$ cat src/rtl/pipe_hazard_ctrl_pkg.sv
// Shared pipeline-control types: hazard FSM state and PC reset vector.
// Imported by the hazard controller and the pipeline registers.
package cpuIO;

    typedef enum logic {
        RUN   = 1'b0,
        FLUSH = 1'b1
    } pipe_state_t;

    localparam logic [31:0] PIPE_PC_RESET = 32'h4000_0000;

endpackage

$ cat src/rtl/pipe_hazard_ctrl_perf_cnt.sv
// Saturating performance counter; holds at all-ones instead of wrapping.
// Ports: clk, rst (async high), inc_i (count enable), cnt_o (value).
module pipe_perf_cnt #(
    parameter int CNT_W = 32
) (
    input  logic             clk,
    input  logic             rst,
    input  logic             inc_i,
    output logic [CNT_W-1:0] cnt_o
);

    logic [CNT_W-1:0] cnt_q;
    logic [CNT_W-1:0] cnt_d;

    always_comb begin
        cnt_d = cnt_q;
        if (inc_i && (cnt_q != {CNT_W{1'b1}})) begin
            cnt_d = cnt_q + {{(CNT_W-1){1'b0}}, 1'b1};
        end
    end

    always_ff @(posedge clk or posedge rst) begin
        if (rst) begin
            cnt_q <= '0;
        end else begin
            cnt_q <= cnt_d;
        end
    end

    assign cnt_o = cnt_q;

endmodule

$ cat src/rtl/pipe_hazard_ctrl.sv
// Stall/flush sequencer for the 5-stage pipeline: stage valids, PC and
// pipeline-register load enables, wrong-path I-fetch discard (FLUSH state).
// Inputs : clk, rst, imem_resp, dmem_resp, mem_access, load_use, br_mispredict
// Outputs: imem_read, pc_ld, fd/de/em/mw_ld, fd/de/em/mw_valid, flushing,
//          stall_i_cnt, stall_d_cnt, flush_cnt (live only with PIPE_CTRL_PERF_EN,
//          otherwise tied to 0).
module pipe_hazard_ctrl
    import cpuIO::*;
#(
    parameter int CNT_W = 32
) (
    input  logic             clk,
    input  logic             rst,
    input  logic             imem_resp,
    input  logic             dmem_resp,
    input  logic             mem_access,
    input  logic             load_use,
    input  logic             br_mispredict,
    output logic             imem_read,
    output logic             pc_ld,
    output logic             fd_ld,
    output logic             de_ld,
    output logic             em_ld,
    output logic             mw_ld,
    output logic             fd_valid,
    output logic             de_valid,
    output logic             em_valid,
    output logic             mw_valid,
    output logic             flushing,
    output logic [CNT_W-1:0] stall_i_cnt,
    output logic [CNT_W-1:0] stall_d_cnt,
    output logic [CNT_W-1:0] flush_cnt
);

    pipe_state_t state_q, state_d;
    // {fd, de, em, mw}
    logic [3:0]  valid_q, valid_d;
    logic        mem_stall;
    logic        fetch_ok;
    logic        inc_i_stall;
    logic        inc_flush;

    assign mem_stall = valid_q[1] & mem_access & ~dmem_resp;
    assign fetch_ok  = imem_resp & (state_q == RUN);

    always_comb begin
        pc_ld       = 1'b0;
        fd_ld       = 1'b0;
        de_ld       = 1'b0;
        em_ld       = 1'b0;
        mw_ld       = 1'b0;
        valid_d     = valid_q;
        state_d     = state_q;
        inc_i_stall = 1'b0;
        inc_flush   = 1'b0;

        if (mem_stall) begin
            // Everything freezes, including the FSM.
            valid_d = valid_q;
        end else if (br_mispredict && valid_q[2]) begin
            pc_ld     = 1'b1;
            fd_ld     = 1'b1;
            de_ld     = 1'b1;
            em_ld     = 1'b1;
            mw_ld     = 1'b1;
            valid_d   = {2'b00, 1'b1, valid_q[1]};
            inc_flush = 1'b1;
            // A fetch still outstanding belongs to the wrong path.
            if ((state_q == FLUSH) || !imem_resp) begin
                state_d = FLUSH;
            end else begin
                state_d = RUN;
            end
        end else if (load_use && valid_q[3] && valid_q[2]) begin
            de_ld   = 1'b1;
            em_ld   = 1'b1;
            mw_ld   = 1'b1;
            valid_d = {valid_q[3], 1'b0, valid_q[2], valid_q[1]};
            if ((state_q == FLUSH) && imem_resp) begin
                state_d = RUN;
            end
        end else if (!fetch_ok) begin
            fd_ld       = 1'b1;
            de_ld       = 1'b1;
            em_ld       = 1'b1;
            mw_ld       = 1'b1;
            valid_d     = {1'b0, valid_q[3:1]};
            inc_i_stall = (state_q == RUN);
            // The response arriving in FLUSH is the wrong-path one: drop it.
            if ((state_q == FLUSH) && imem_resp) begin
                state_d = RUN;
            end
        end else begin
            pc_ld   = 1'b1;
            fd_ld   = 1'b1;
            de_ld   = 1'b1;
            em_ld   = 1'b1;
            mw_ld   = 1'b1;
            valid_d = {1'b1, valid_q[3:1]};
        end

        if (rst) begin
            pc_ld = 1'b0;
            fd_ld = 1'b0;
            de_ld = 1'b0;
            em_ld = 1'b0;
            mw_ld = 1'b0;
        end
    end

    always_ff @(posedge clk or posedge rst) begin
        if (rst) begin
            state_q <= RUN;
            valid_q <= 4'b0000;
        end else begin
            state_q <= state_d;
            valid_q <= valid_d;
        end
    end

    assign imem_read = ~rst;
    assign fd_valid  = valid_q[3];
    assign de_valid  = valid_q[2];
    assign em_valid  = valid_q[1];
    assign mw_valid  = valid_q[0];
    assign flushing  = (state_q == FLUSH);

`ifdef PIPE_CTRL_PERF_EN
    pipe_perf_cnt #(.CNT_W(CNT_W)) u_cnt_stall_i (
        .clk   (clk),
        .rst   (rst),
        .inc_i (inc_i_stall),
        .cnt_o (stall_i_cnt)
    );

    pipe_perf_cnt #(.CNT_W(CNT_W)) u_cnt_stall_d (
        .clk   (clk),
        .rst   (rst),
        .inc_i (mem_stall),
        .cnt_o (stall_d_cnt)
    );

    pipe_perf_cnt #(.CNT_W(CNT_W)) u_cnt_flush (
        .clk   (clk),
        .rst   (rst),
        .inc_i (inc_flush),
        .cnt_o (flush_cnt)
    );
`else
    logic unused_cnt;
    assign unused_cnt  = inc_i_stall ^ inc_flush;
    assign stall_i_cnt = '0;
    assign stall_d_cnt = '0;
    assign flush_cnt   = '0;
`endif

endmodule

$ cat config.mk
export PLATFORM = sky130hd
export DESIGN_NAME = pipe_hazard_ctrl
export DESIGN_NICKNAME = d
export VERILOG_FILES = /design/src/rtl/pipe_hazard_ctrl_pkg.sv /design/src/rtl/pipe_hazard_ctrl_perf_cnt.sv /design/src/rtl/pipe_hazard_ctrl.sv
export SDC_FILE = /design/constraint.sdc
export NUM_CORES = 1
export LEC_CHECK = 0
export BUFFER_PORTS_ARGS = -buffer_cell sky130_fd_sc_hd__buf_2
export CAP_MARGIN = 20
export CORE_ASPECT_RATIO = 1.25
export CORE_MARGIN = 3
export CORE_UTILIZATION = 34
export CTS_CLUSTER_SIZE = 16
export DETAILED_ROUTE_END_ITERATION = 12
export PLACE_DENSITY = 0.81
export SLEW_MARGIN = 20
export SYNTH_ARGS = -nofsm -noshare
export SYNTH_HDL_FRONTEND = slang
export SYNTH_SLANG_ARGS = --single-unit
export TNS_END_PERCENT = 5
$ cat constraint.sdc
create_clock -name clk -period 1.2 [get_ports clk]
set_input_delay 0.24 -clock clk [delete_from_list [all_inputs] [get_ports clk]]
set_output_delay 0.24 -clock clk [all_outputs]
set_load 0.005 [all_outputs]
==> insert_results.sql, run 1 <==
INSERT INTO impl_metrics (metric_group, metric, value, unit) VALUES
('outcome', 'run_status', 'finished with violations', ''),
('outcome', 'failing_checks', 'setup timing', ''),
('power', 'vdd_drop_max', '0.000683', 'V'),
('critical_path', 'crit_path_max_incr_delay', '0.37', 'ns'),
('power', 'power.leakage', '0.545', 'nW'),
('sta', 'setup_repair_after_global_routing_missed_its_margin', 'true', ''),
('final_layout', 'n_antenna_cell', '0', ''),
('sta', 'layout_worst_path_cycle_share', '120', '%'),
('critical_path', 'largest_driver_fanout_on_the_critical_path', '3', ''),
('sta', 'finalCriticalPeriod', '1.44', 'ns'),
('final_layout', 'finish.net_count', '158', ''),
('logic_synthesis', 'netlist_area_before_placement', '0.00101', 'sq mm'),
('floorplan', 'ios', '114', ''),
('clocking', 'cts_tree', 'yes', ''),
('routing', 'drtIter0Drc', '4', ''),
('routing', 'vias', '558', ''),
('critical_path', 'regToRegSetupSlack', '0.10', 'ns'),
('floorplan', 'initial_core_util', '36.6', '%'),
('final_layout', 'final_core_utilization', '29.5', '%'),
('logic_synthesis', 'synth.lib_cells_used.distinct', '17', ''),
('final_layout', 'most_frequent_cells_in_the_layout', 'sky130_fd_sc_hd__conb_1 (96), sky130_fd_sc_hd__buf_2 (17), sky130_fd_sc_hd__nand2_1 (5), sky130_fd_sc_hd__dfrtp_1 (5), sky130_fd_sc_hd__buf_4 (4)', ''),
('sta', 'final.setup.worst_slack', '-0.244', 'ns'),
('power', 'power_density', '1100', 'mW/mm^2'),
('routing', 'routed_wirelength', '1.45', 'mm'),
('final_layout', 'post_route_cells_drive_above_1_share', '18.0', '%'),
('floorplan', 'row_count', '21', ''),
('clocking', 'clk_pin_slew_worst_paths', '0.05', 'ns'),
('floorplan', 'die_area', '0.00366', 'sq mm'),
('floorplan', 'die_w', '54.7', 'microns'),
('logic_synthesis', 'ys_ff_latch', '5', ''),
('sta', 'final_setup_violation_count', '5', ''),
('routing', 'drc_violations_left', '0', ''),
('grt', 'grt_pass1_vias', '401', ''),
('clocking', 'worstSkewPairLatency', '0.24', 'ns'),
('critical_path', 'chain_of_cells_forming_the_critical_path', 'and3b_2, nor2_4, a21boi_2, buf_2', ''),
('routing', 'drt-wirelength-per-cell', '7.86', 'microns'),
('clocking', 'clockBufferDepth', '2', ''),
('clocking', 'cts_made_buffers', '3', ''),
('critical_path', 'path_class', 'flop to output port', ''),
('placement', 'detail_placement_hpwl', '1.37', 'mm'),
('clocking', 'tritoncts_num_sinks', '5', ''),
('sta', 'finClkSkew', '0.00473', 'ns'),
('power', 'design_power_total', '0.896', 'mW'),
('logic_synthesis', 'synthCells', '128', ''),
('hold_path', 'hold_class', 'input port to async pin', ''),
('critical_path', 'crit_slowest_cell', 'sky130_fd_sc_hd__dfrtp_1', ''),
('critical_path', 'critical_path.startpoint_type', 'flop', ''),
('routing', 'post_drt_via_cell_ratio', '3.03', ''),
('critical_path', 'worstReg2RegStart', 'valid_q[1]', ''),
('final_layout', 'n_fill_cell', '335', ''),
('grt', 'largest_net_degree_at_the_start_of_global_routing', '6', ''),
('critical_path', 'rr_worst_depth', '4', ''),
('sta', 'maxSlewViolCount', '0', ''),
('final_layout', 'area_growth', '-19.4', '%'),
('floorplan', 'floorplan.die.height', '66.9', 'microns'),
('placement', 'portBuffers', '17', ''),
('floorplan', 'coreArea', '0.00276', 'sq mm'),
('logic_synthesis', 'yosys_warnings', '0', ''),
('routing', 'detail_route.first_pass.iterations', '4', ''),
('clocking', 'cts_htree_levels', '1', ''),
('grt', 'grt_usage', '6.41', '%'),
('clocking', 'clk_root_buffer_cell', 'sky130_fd_sc_hd__clkbuf_4', ''),
('clocking', 'post_cts_hold_buffer_count', '0', ''),
('final_layout', 'final_common_cell', 'sky130_fd_sc_hd__conb_1', ''),
('placement', 'routabilityCongestion', '0.656', ''),
('grt', 'antenna_found_initial', '0', ''),
('grt', 'globalRouteOverflowTotal', '0', ''),
('critical_path', 'endpoint_kind', 'output port', ''),
('logic_synthesis', 'yosysSeqAreaShare', '12.4', '%'),
('logic_synthesis', 'syn-mean-instance-area', '7.88', 'sq um'),
('critical_path', 'crit_arrival', '1.20', 'ns'),
('critical_path', 'crit-reg2reg-capture', 'valid_q[3]', ''),
('sta', 'hold_vio_cnt_final', '0', ''),
('grt', 'grt_first_pass_wirelength', '1.75', 'mm'),
('critical_path', 'worstPathRequired', '0.96', 'ns'),
('routing', 'ant_nets', '0', ''),
('run', 'max_cap_viol_count', '0', ''),
('sta', 'max_freq', '693', 'MHz');
==> logic make-up (layout without fill, tap and decap cells) <==
logic type,after synthesis,in the layout,synth area share (%)
other,1,96,0.372
AO/OA/AOI/OAI,9,9,6.20
flip-flops,5,5,12.4
buffers and inverters,101,28,74.1
AND/OR/NAND/NOR,12,12,6.95
==> cell type report <==
| class | count | area, sq um | share of cell area (%) |
|---|---|---|---|
| clock buffer | 4 | 26.3 | 3.23 |
| inverter | 3 | 11.3 | 1.38 |
| multi-input combinational | 117 | 493 | 60.6 |
| sequential | 5 | 125 | 15.4 |
| tap | 34 | 42.5 | 5.23 |
| timing repair buffer | 21 | 115 | 14.2 |
==> registers in the layout, summed over array words and instances (netlist names) <==
name	cells
flushing	1
valid_q	4
==> worst max-delay path by stage <==
stage	start	end	slack [ns]
final	valid_q[1]	pc_ld	-0.24
after global routing	valid_q[1]	pc_ld	-0.33
after CTS	valid_q[1]	pc_ld	-0.26
after detailed placement	valid_q[1]	pc_ld	-0.02
after global placement	valid_q[1]	pc_ld	0.02
after floorplan	valid_q[1]	pc_ld	0.03
==> what timing repair did <==
item | in CTS | in global routing
pin swaps | 1 | 0
resized for setup | 0 | 1
setup buffers | 0 | 0
endpoints found under the setup margin | 5 | 6
==> power by group <==
group	switching (mW)	internal (mW)	total [mW]
registers	0.0427	0.236	0.278
logic	0.242	0.182	0.424
clock network	0.0674	0.126	0.193
total	0.352	0.544	0.896
==> Yosys cell counts <==
cell	instances	area (sq um)
sky130_fd_sc_hd__dfrtp_1	5	125
sky130_fd_sc_hd__a32o_1	1	10.0
sky130_fd_sc_hd__a21oi_1	2	10.0
sky130_fd_sc_hd__o31a_1	1	8.76
sky130_fd_sc_hd__inv_1	3	11.3
sky130_fd_sc_hd__nand3_1	2	10.0
sky130_fd_sc_hd__o21ai_0	3	15.0
sky130_fd_sc_hd__and3b_2	1	10.0
sky130_fd_sc_hd__nor2b_1	1	6.26
sky130_fd_sc_hd__nand3b_1	1	7.51
sky130_fd_sc_hd__nor2_4	1	11.3
sky130_fd_sc_hd__buf_4	98	736
sky130_fd_sc_hd__o21a_1	1	7.51
sky130_fd_sc_hd__nand2b_1	1	6.26
sky130_fd_sc_hd__a21boi_2	1	11.3
sky130_fd_sc_hd__conb_1	1	3.75
sky130_fd_sc_hd__nand2_1	5	18.8
==> worst max-delay path: cells and delay by family (launching register included) <==
kind                   cells  cell delay (ns)
DFF                        1             0.37
and+or+nand+nor            2             0.32
AOI/OAI and AO/OA          1             0.16
buffers and inverters      1             0.12
==> metrics by stage <==
stage               std cells  area (sq um)  hold slack [ns]  setup slack [ns]  TNS [ns]
finish                    184           813          0.00365            -0.244    -0.987
global route              184           813           0.0251            -0.331     -1.38
CTS                       184           813           0.0136            -0.257     -1.06
detailed placement        180           787            0.267           -0.0158   -0.0158
global placement          180           787            0.261            0.0218         0
floorplan                 223          1370           0.0356            0.0341         0
==> layer usage <==
metal | up-vias | wire length (microns) | GRT usage, %
met5 | - | 0 | 0
met4 | 0 | 0 | 0
met3 | 0 | 351 | 4.25
met2 | 68 | 727 | 12.7
met1 | 245 | 368 | 5.21
li1 | 245 | - | -
Note: power is estimated with default switching activity, not from simulation.
==> inputs of run 2 (changes only) <==
--- a/config.mk
+++ b/config.mk
@@ -10,6 +10,7 @@
 export CORE_ASPECT_RATIO = 1.25
 export CORE_MARGIN = 3
 export CORE_UTILIZATION = 34
+export CTS_BUF_LIST = sky130_fd_sc_hd__clkbuf_4 sky130_fd_sc_hd__clkbuf_8 sky130_fd_sc_hd__clkbuf_16
 export CTS_CLUSTER_SIZE = 16
 export DETAILED_ROUTE_END_ITERATION = 12
 export PLACE_DENSITY = 0.81
@@ -17,4 +18,3 @@
 export SYNTH_ARGS = -nofsm -noshare
 export SYNTH_HDL_FRONTEND = slang
 export SYNTH_SLANG_ARGS = --single-unit
-export TNS_END_PERCENT = 5
==> insert_results.sql, run 2 (same netlist as run 1, synthesis figures left out) <==
INSERT INTO impl_metrics (metric_group, metric, value, unit) VALUES
('sta', 'max_freq', '692', 'MHz'),
('sta', 'finClkSkew', '0.00535', 'ns'),
('critical_path', 'regToRegSetupSlack', '0.15', 'ns'),
('clocking', 'cts_made_buffers', '3', ''),
('critical_path', 'path_class', 'flop to output port', ''),
('clocking', 'cts_htree_levels', '1', ''),
('power', 'power.leakage', '0.553', 'nW'),
('power', 'relative_contribution_of_combinational_cells_to_total_power', '46.5', '%'),
('sta', 'setup_repair_after_global_routing_missed_its_margin', 'true', ''),
('sta', 'final_total_negative_setup_slack', '-0.998', 'ns'),
('power', 'design_power_total', '0.925', 'mW'),
('routing', 'post_drt_via_cell_ratio', '3.05', ''),
('final_layout', 'finish.net_count', '159', ''),
('final_layout', 'post_route_cells_drive_above_1_share', '19.2', '%'),
('power', 'clock_power_share', '23.4', '%'),
('routing', 'ant_nets', '0', ''),
('floorplan', 'row_count', '21', ''),
('power', 'vdd_drop_max', '0.000764', 'V'),
('final_layout', 'n_antenna_cell', '0', ''),
('critical_path', 'buffer_and_inverter_count_on_the_worst_path', '1', ''),
('clocking', 'post_cts_hold_buffer_count', '0', ''),
('floorplan', 'initial_core_util', '36.6', '%'),
('placement', 'portBuffers', '17', ''),
('sta', 'final.setup.worst_slack', '-0.246', 'ns'),
('sta', 'hold_vio_cnt_final', '0', ''),
('clocking', 'clockBufferDepth', '2', ''),
('power', 'power.switching_fraction', '38.3', '%'),
('sta', 'maxSlewViolCount', '0', ''),
('critical_path', 'worst_setup_sp', 'valid_q[1]', ''),
('clocking', 'cts_tree', 'yes', ''),
('final_layout', 'final_design_area_no_fill', '825', 'sq um'),
('routing', 'drc_violations_left', '0', ''),
('critical_path', 'crit_slowest_cell', 'sky130_fd_sc_hd__dfrtp_1', ''),
('placement', 'detail_placement_hpwl', '1.37', 'mm'),
('run', 'max_cap_viol_count', '0', ''),
('critical_path', 'endpoint_kind', 'output port', ''),
('routing', 'routed_wirelength', '1.47', 'mm'),
('floorplan', 'die_area', '0.00366', 'sq mm'),
('critical_path', 'crit_arrival', '1.21', 'ns'),
('grt', 'globalRouteOverflowTotal', '0', ''),
('sta', 'finalCriticalPeriod', '1.45', 'ns'),
('outcome', 'run_status', 'finished with violations', ''),
('sta', 'final_setup_violation_count', '5', ''),
('critical_path', 'largest_driver_fanout_on_the_critical_path', '3', ''),
('routing', 'drtIter0Drc', '3', ''),
('final_layout', 'largest_register_ffs', '4', ''),
('clocking', 'tritoncts_num_sinks', '5', ''),
('clocking', 'clk_root_buffer_cell', 'sky130_fd_sc_hd__clkbuf_4', ''),
('floorplan', 'coreArea', '0.00276', 'sq mm'),
('critical_path', 'critical_path.top_delay_family', 'flip-flops', ''),
('hold_path', 'hold_class', 'input port to async pin', ''),
('power', 'p_int', '0.571', 'mW'),
('floorplan', 'ios', '114', ''),
('routing', 'drt-wirelength-per-cell', '7.94', 'microns'),
('floorplan', 'floorplan.die.height', '66.9', 'microns'),
('placement', 'place_worst_setup_slack', '-0.0158', 'ns'),
('final_layout', 'area_growth', '-18.2', '%'),
('final_layout', 'largest-register', 'valid_q', ''),
('critical_path', 'worstPathRequired', '0.96', 'ns'),
('floorplan', 'die_w', '54.7', 'microns'),
('critical_path', 'critical_path.endpoint', 'pc_ld', ''),
('grt', 'grt_pass1_vias', '401', ''),
('routing', 'detail_route.first_pass.iterations', '4', ''),
('critical_path', 'crit_path_max_incr_delay', '0.37', 'ns'),
('power', 'switching_power', '0.354', 'mW'),
('clocking', 'clk_pin_slew_worst_paths', '0.05', 'ns'),
('critical_path', 'crit-reg2reg-capture', 'valid_q[3]', ''),
('critical_path', 'worstReg2RegStart', 'valid_q[1]', ''),
('critical_path', 'chain_of_cells_forming_the_critical_path', 'and3b_2, nor2_4, a21boi_2, buf_2', ''),
('placement', 'routabilityCongestion', '0.656', ''),
('placement', 'place_area', '787', 'sq um'),
('routing', 'vias', '564', ''),
('critical_path', 'critical_path_depth', '4', ''),
('clocking', 'cts.repair.resized', '0', ''),
('grt', 'largest_net_degree_at_the_start_of_global_routing', '6', ''),
('grt', 'grt_first_pass_wirelength', '1.75', 'mm'),
('power', 'power_density', '1120', 'mW/mm^2'),
('critical_path', 'rr_worst_depth', '4', ''),
('final_layout', 'most_frequent_cells_in_the_layout', 'sky130_fd_sc_hd__conb_1 (96), sky130_fd_sc_hd__buf_2 (17), sky130_fd_sc_hd__nand2_1 (5), sky130_fd_sc_hd__dfrtp_1 (5), sky130_fd_sc_hd__buf_4 (5)', ''),
('final_layout', 'final_common_cell', 'sky130_fd_sc_hd__conb_1', ''),
('clocking', 'worstSkewPairLatency', '0.24', 'ns'),
('outcome', 'failing_checks', 'setup timing', ''),
('critical_path', 'critical_path.startpoint_type', 'flop', ''),
('power', 'power.sequential.fraction', '30.1', '%'),
('grt', 'grt_usage', '6.41', '%'),
('grt', 'antenna_found_initial', '0', ''),
('sta', 'layout_worst_path_cycle_share', '120', '%');
run 2: metrics by stage:
| stage | hold slack, ns | util, % | cells |
|---|---|---|---|
| 6_report | 0.00222 | 29.9 | 185 |
| 5_1_grt | 0.0251 | 29.9 | 185 |
| 3_5_place_dp | 0.267 | 28.5 | 180 |
| 3_3_place_gp | 0.261 | 28.5 | 180 |
| 4_1_cts | 0.0136 | 29.6 | 184 |
| 2_1_floorplan | 0.0356 | - | 223 |
run 2: metal layers:
metal / global-route usage [%] / wire length (microns)
met3: 4.25 / 351
met4: 0 / 0
met5: 0 / 0
met1: 5.21 / 373
met2: 12.7 / 744
run 2: how the worst min path moves through the flow:
stage,start,to,slack [ns],depth (start not counted)
after floorplan,rst,flushing,0.04,1
after global placement,rst,flushing,0.26,3
after detailed placement,rst,valid_q[0],0.27,3
after CTS,rst,flushing,0.01,3
after global routing,rst,valid_q[0],0.03,3
final,rst,flushing,0.002,3
run 2: layout make-up:
class / instances / area [sq um]
fillers: 334 / 1930
multi-input cells: 117 / 493
flip-flops and latches: 5 / 125
repair buffers: 22 / 123
well taps: 34 / 42.5
clock buffers: 4 / 30.0
inverters: 3 / 11.3
run 2: what timing repair did:
action                     4_1_cts  5_1_grt
setup endpoints to repair        5        6
setup buffers                    0        1
pin swaps                        1        0
run 2: power groups by stage:
stage / Sequential (mW) / Clock, mW / Combinational, mW
finish: 0.278 / 0.217 / 0.431
floorplan: 0.302 / 0 / 0.430
global route: 0.288 / 0.238 / 0.495
global placement: 0.277 / 0 / 0.410
CTS: 0.279 / 0.222 / 0.426
detailed placement: 0.282 / 0 / 0.424
run 2: worst reg2reg max path, stage by stage, from the launching register on:
cell and delay [ns]:
sky130_fd_sc_hd__dfrtp_1 0.37, sky130_fd_sc_hd__buf_4 0.14, sky130_fd_sc_hd__nand3b_1 0.11, sky130_fd_sc_hd__o21ai_0 0.11, sky130_fd_sc_hd__a32o_1 0.21
==> inputs of run 3 (changes only) <==
--- a/config.mk
+++ b/config.mk
@@ -13,7 +13,9 @@
 export CTS_BUF_LIST = sky130_fd_sc_hd__clkbuf_4 sky130_fd_sc_hd__clkbuf_8 sky130_fd_sc_hd__clkbuf_16
 export CTS_CLUSTER_SIZE = 16
 export DETAILED_ROUTE_END_ITERATION = 12
-export PLACE_DENSITY = 0.81
+export MAX_ROUTING_LAYER = met4
+export PLACE_DENSITY_LB_ADDON = 0.1
+export REMOVE_ABC_BUFFERS = 1
 export SLEW_MARGIN = 20
 export SYNTH_ARGS = -nofsm -noshare
 export SYNTH_HDL_FRONTEND = slang
==> insert_results.sql, run 3 (same netlist as run 1, synthesis figures left out) <==
INSERT INTO impl_metrics (metric_group, metric, value, unit) VALUES
('routing', 'vias', '572', ''),
('sta', 'finalCriticalPeriod', '1.46', 'ns'),
('grt', 'largest_net_degree_at_the_start_of_global_routing', '6', ''),
('routing', 'drtIter0Drc', '5', ''),
('critical_path', 'crit_slowest_cell', 'sky130_fd_sc_hd__dfrtp_1', ''),
('routing', 'routed_wirelength', '1.47', 'mm'),
('final_layout', 'finish.net_count', '162', ''),
('clocking', 'cts_tree', 'yes', ''),
('critical_path', 'chain_of_cells_forming_the_critical_path', 'and3b_2, nor2_4, a21boi_2, buf_2', ''),
('sta', 'finClkSkew', '0.00923', 'ns'),
('clocking', 'tritoncts_num_sinks', '5', ''),
('routing', 'drc_violations_left', '0', ''),
('critical_path', 'path_class', 'flop to output port', ''),
('sta', 'final_total_negative_setup_slack', '-1.10', 'ns'),
('placement', 'routabilityCongestion', '0.635', ''),
('critical_path', 'regToRegSetupSlack', '0.10', 'ns'),
('floorplan', 'coreArea', '0.00276', 'sq mm'),
('power', 'vdd_drop_max', '0.000572', 'V'),
('critical_path', 'worstReg2RegStart', 'valid_q[1]', ''),
('final_layout', 'n_antenna_cell', '0', ''),
('final_layout', 'largest_register_ffs', '4', ''),
('floorplan', 'row_count', '21', ''),
('critical_path', 'crit_path_max_incr_delay', '0.37', 'ns'),
('power', 'power.leakage', '0.570', 'nW'),
('sta', 'layout_worst_path_cycle_share', '121', '%'),
('outcome', 'run_status', 'finished with violations', ''),
('final_layout', 'final_common_cell', 'sky130_fd_sc_hd__conb_1', ''),
('critical_path', 'endpoint_kind', 'output port', ''),
('floorplan', 'floorplan.die.height', '66.9', 'microns'),
('final_layout', 'area_growth', '-15.3', '%'),
('floorplan', 'die_w', '54.7', 'microns'),
('final_layout', 'post_route_cells_drive_above_1_share', '20.8', '%'),
('sta', 'setup_repair_after_global_routing_missed_its_margin', 'true', ''),
('outcome', 'failing_checks', 'setup timing', ''),
('final_layout', 'layoutNonFillerInstCount', '188', ''),
('placement', 'dp.cells', '182', ''),
('critical_path', 'critical_path.startpoint_type', 'flop', ''),
('grt', 'grt_pass1_vias', '408', ''),
('sta', 'maxSlewViolCount', '0', ''),
('power', 'power_density', '1120', 'mW/mm^2'),
('grt', 'antenna_found_initial', '0', ''),
('critical_path', 'largest_driver_fanout_on_the_critical_path', '3', ''),
('critical_path', 'crit_arrival', '1.22', 'ns'),
('clocking', 'worstSkewPairLatency', '0.25', 'ns'),
('placement', 'detail_placement_hpwl', '1.36', 'mm'),
('sta', 'final_setup_violation_count', '5', ''),
('routing', 'post_drt_via_cell_ratio', '3.04', ''),
('final_layout', 'largest-register', 'valid_q', ''),
('final_layout', 'most_frequent_cells_in_the_layout', 'sky130_fd_sc_hd__conb_1 (96), sky130_fd_sc_hd__buf_2 (16), sky130_fd_sc_hd__buf_4 (7)', ''),
('critical_path', 'crit-reg2reg-capture', 'flushing', ''),
('routing', 'drt-wirelength-per-cell', '7.79', 'microns'),
('routing', 'ant_nets', '0', ''),
('clocking', 'clockBufferDepth', '2', ''),
('critical_path', 'worstPathRequired', '0.96', 'ns'),
('placement', 'portBuffers', '17', ''),
('critical_path', 'rr_worst_depth', '4', ''),
('routing', 'detail_route.first_pass.iterations', '4', ''),
('floorplan', 'ios', '114', ''),
('clocking', 'cts_htree_levels', '1', ''),
('floorplan', 'initial_core_util', '36.6', '%'),
('sta', 'hold_vio_cnt_final', '0', ''),
('clocking', 'clk_pin_slew_worst_paths', '0.05', 'ns'),
('clocking', 'clk_root_buffer_cell', 'sky130_fd_sc_hd__clkbuf_4', ''),
('run', 'max_cap_viol_count', '0', ''),
('sta', 'final.setup.worst_slack', '-0.257', 'ns'),
('grt', 'grt_usage', '7.17', '%'),
('floorplan', 'die_area', '0.00366', 'sq mm'),
('grt', 'globalRouteOverflowTotal', '0', ''),
('sta', 'max_freq', '686', 'MHz'),
('clocking', 'post_cts_hold_buffer_count', '0', ''),
('clocking', 'cts_made_buffers', '3', ''),
('grt', 'grt_first_pass_wirelength', '1.78', 'mm'),
('hold_path', 'hold_class', 'input port to async pin', '');
-- run 3: cell count changes in the layout (fill, tap and decap cells not counted), sizes merged --
cell    previous run  this run
buf               22        25
clkbuf             4         3
clkinv             0         1
-- run 3: power breakdown --
group	total, mW	switching (mW)	internal (mW)
Sequential	0.285	0.0493	0.235
Combinational	0.476	0.243	0.233
Clock	0.195	0.0739	0.121
-- run 3: metal layers --
metal / global-route usage (%) / vias up / part of all wire [%]
li1: - / 259 / -
met1: 6.97 / 238 / 30
met2: 10.8 / 73 / 47
met3: 3.80 / 2 / 22
met4: 4.67 / 0 / 1.1
met5: - / - / 0
-- run 3: cell type report --
type                            count  area [sq um]
Tap cell                           34          42.5
Timing Repair Buffer               25           155
Clock buffer                        3          22.5
Inverter                            3          11.3
Multi-Input combinational cell    117           493
Sequential cell                     5           125
Clock inverter                      1          5.00
Fill cell                         319          1900
-- run 3: worst max-delay path, delay by kind of cell, from the launching register on --
family                 cells  cell delay [ns]
and+or+nand+nor            2             0.34
AOI/OAI and AO/OA          1             0.15
DFF                        1             0.37
buffers and inverters      1             0.12
-- run 3: stage by stage --
stage	area [sq um]	hold slack [ns]	utilization (%)	setup WS, ns	total power [mW]
floorplan	629	0.0356	-	0.00561	0.495
global placement	802	0.296	29.1	0.00712	0.712
detailed placement	802	0.279	29.1	0.00395	0.717
CTS	830	0.00863	30.1	-0.266	0.922
global route	855	0.0109	31.0	-0.315	1.06
finish	855	0.0135	31.0	-0.257	0.955
-- run 3: worst max-delay path by stage --
stage | startpoint | end | slack, ns | cells past startpoint
detailed placement | valid_q[1] | pc_ld | 0.004 | 4
global placement | dmem_resp | pc_ld | 0.007 | 5
CTS | valid_q[1] | pc_ld | -0.27 | 4
global route | valid_q[1] | pc_ld | -0.31 | 4
finish | valid_q[1] | pc_ld | -0.26 | 4
floorplan | valid_q[1] | pc_ld | 0.006 | 3
-- run 3: timing repair --
item	CTS	global route
buffers inserted	0	3
pin swaps	1	2
endpoints found under the setup margin	5	7
gates resized for setup	0	3
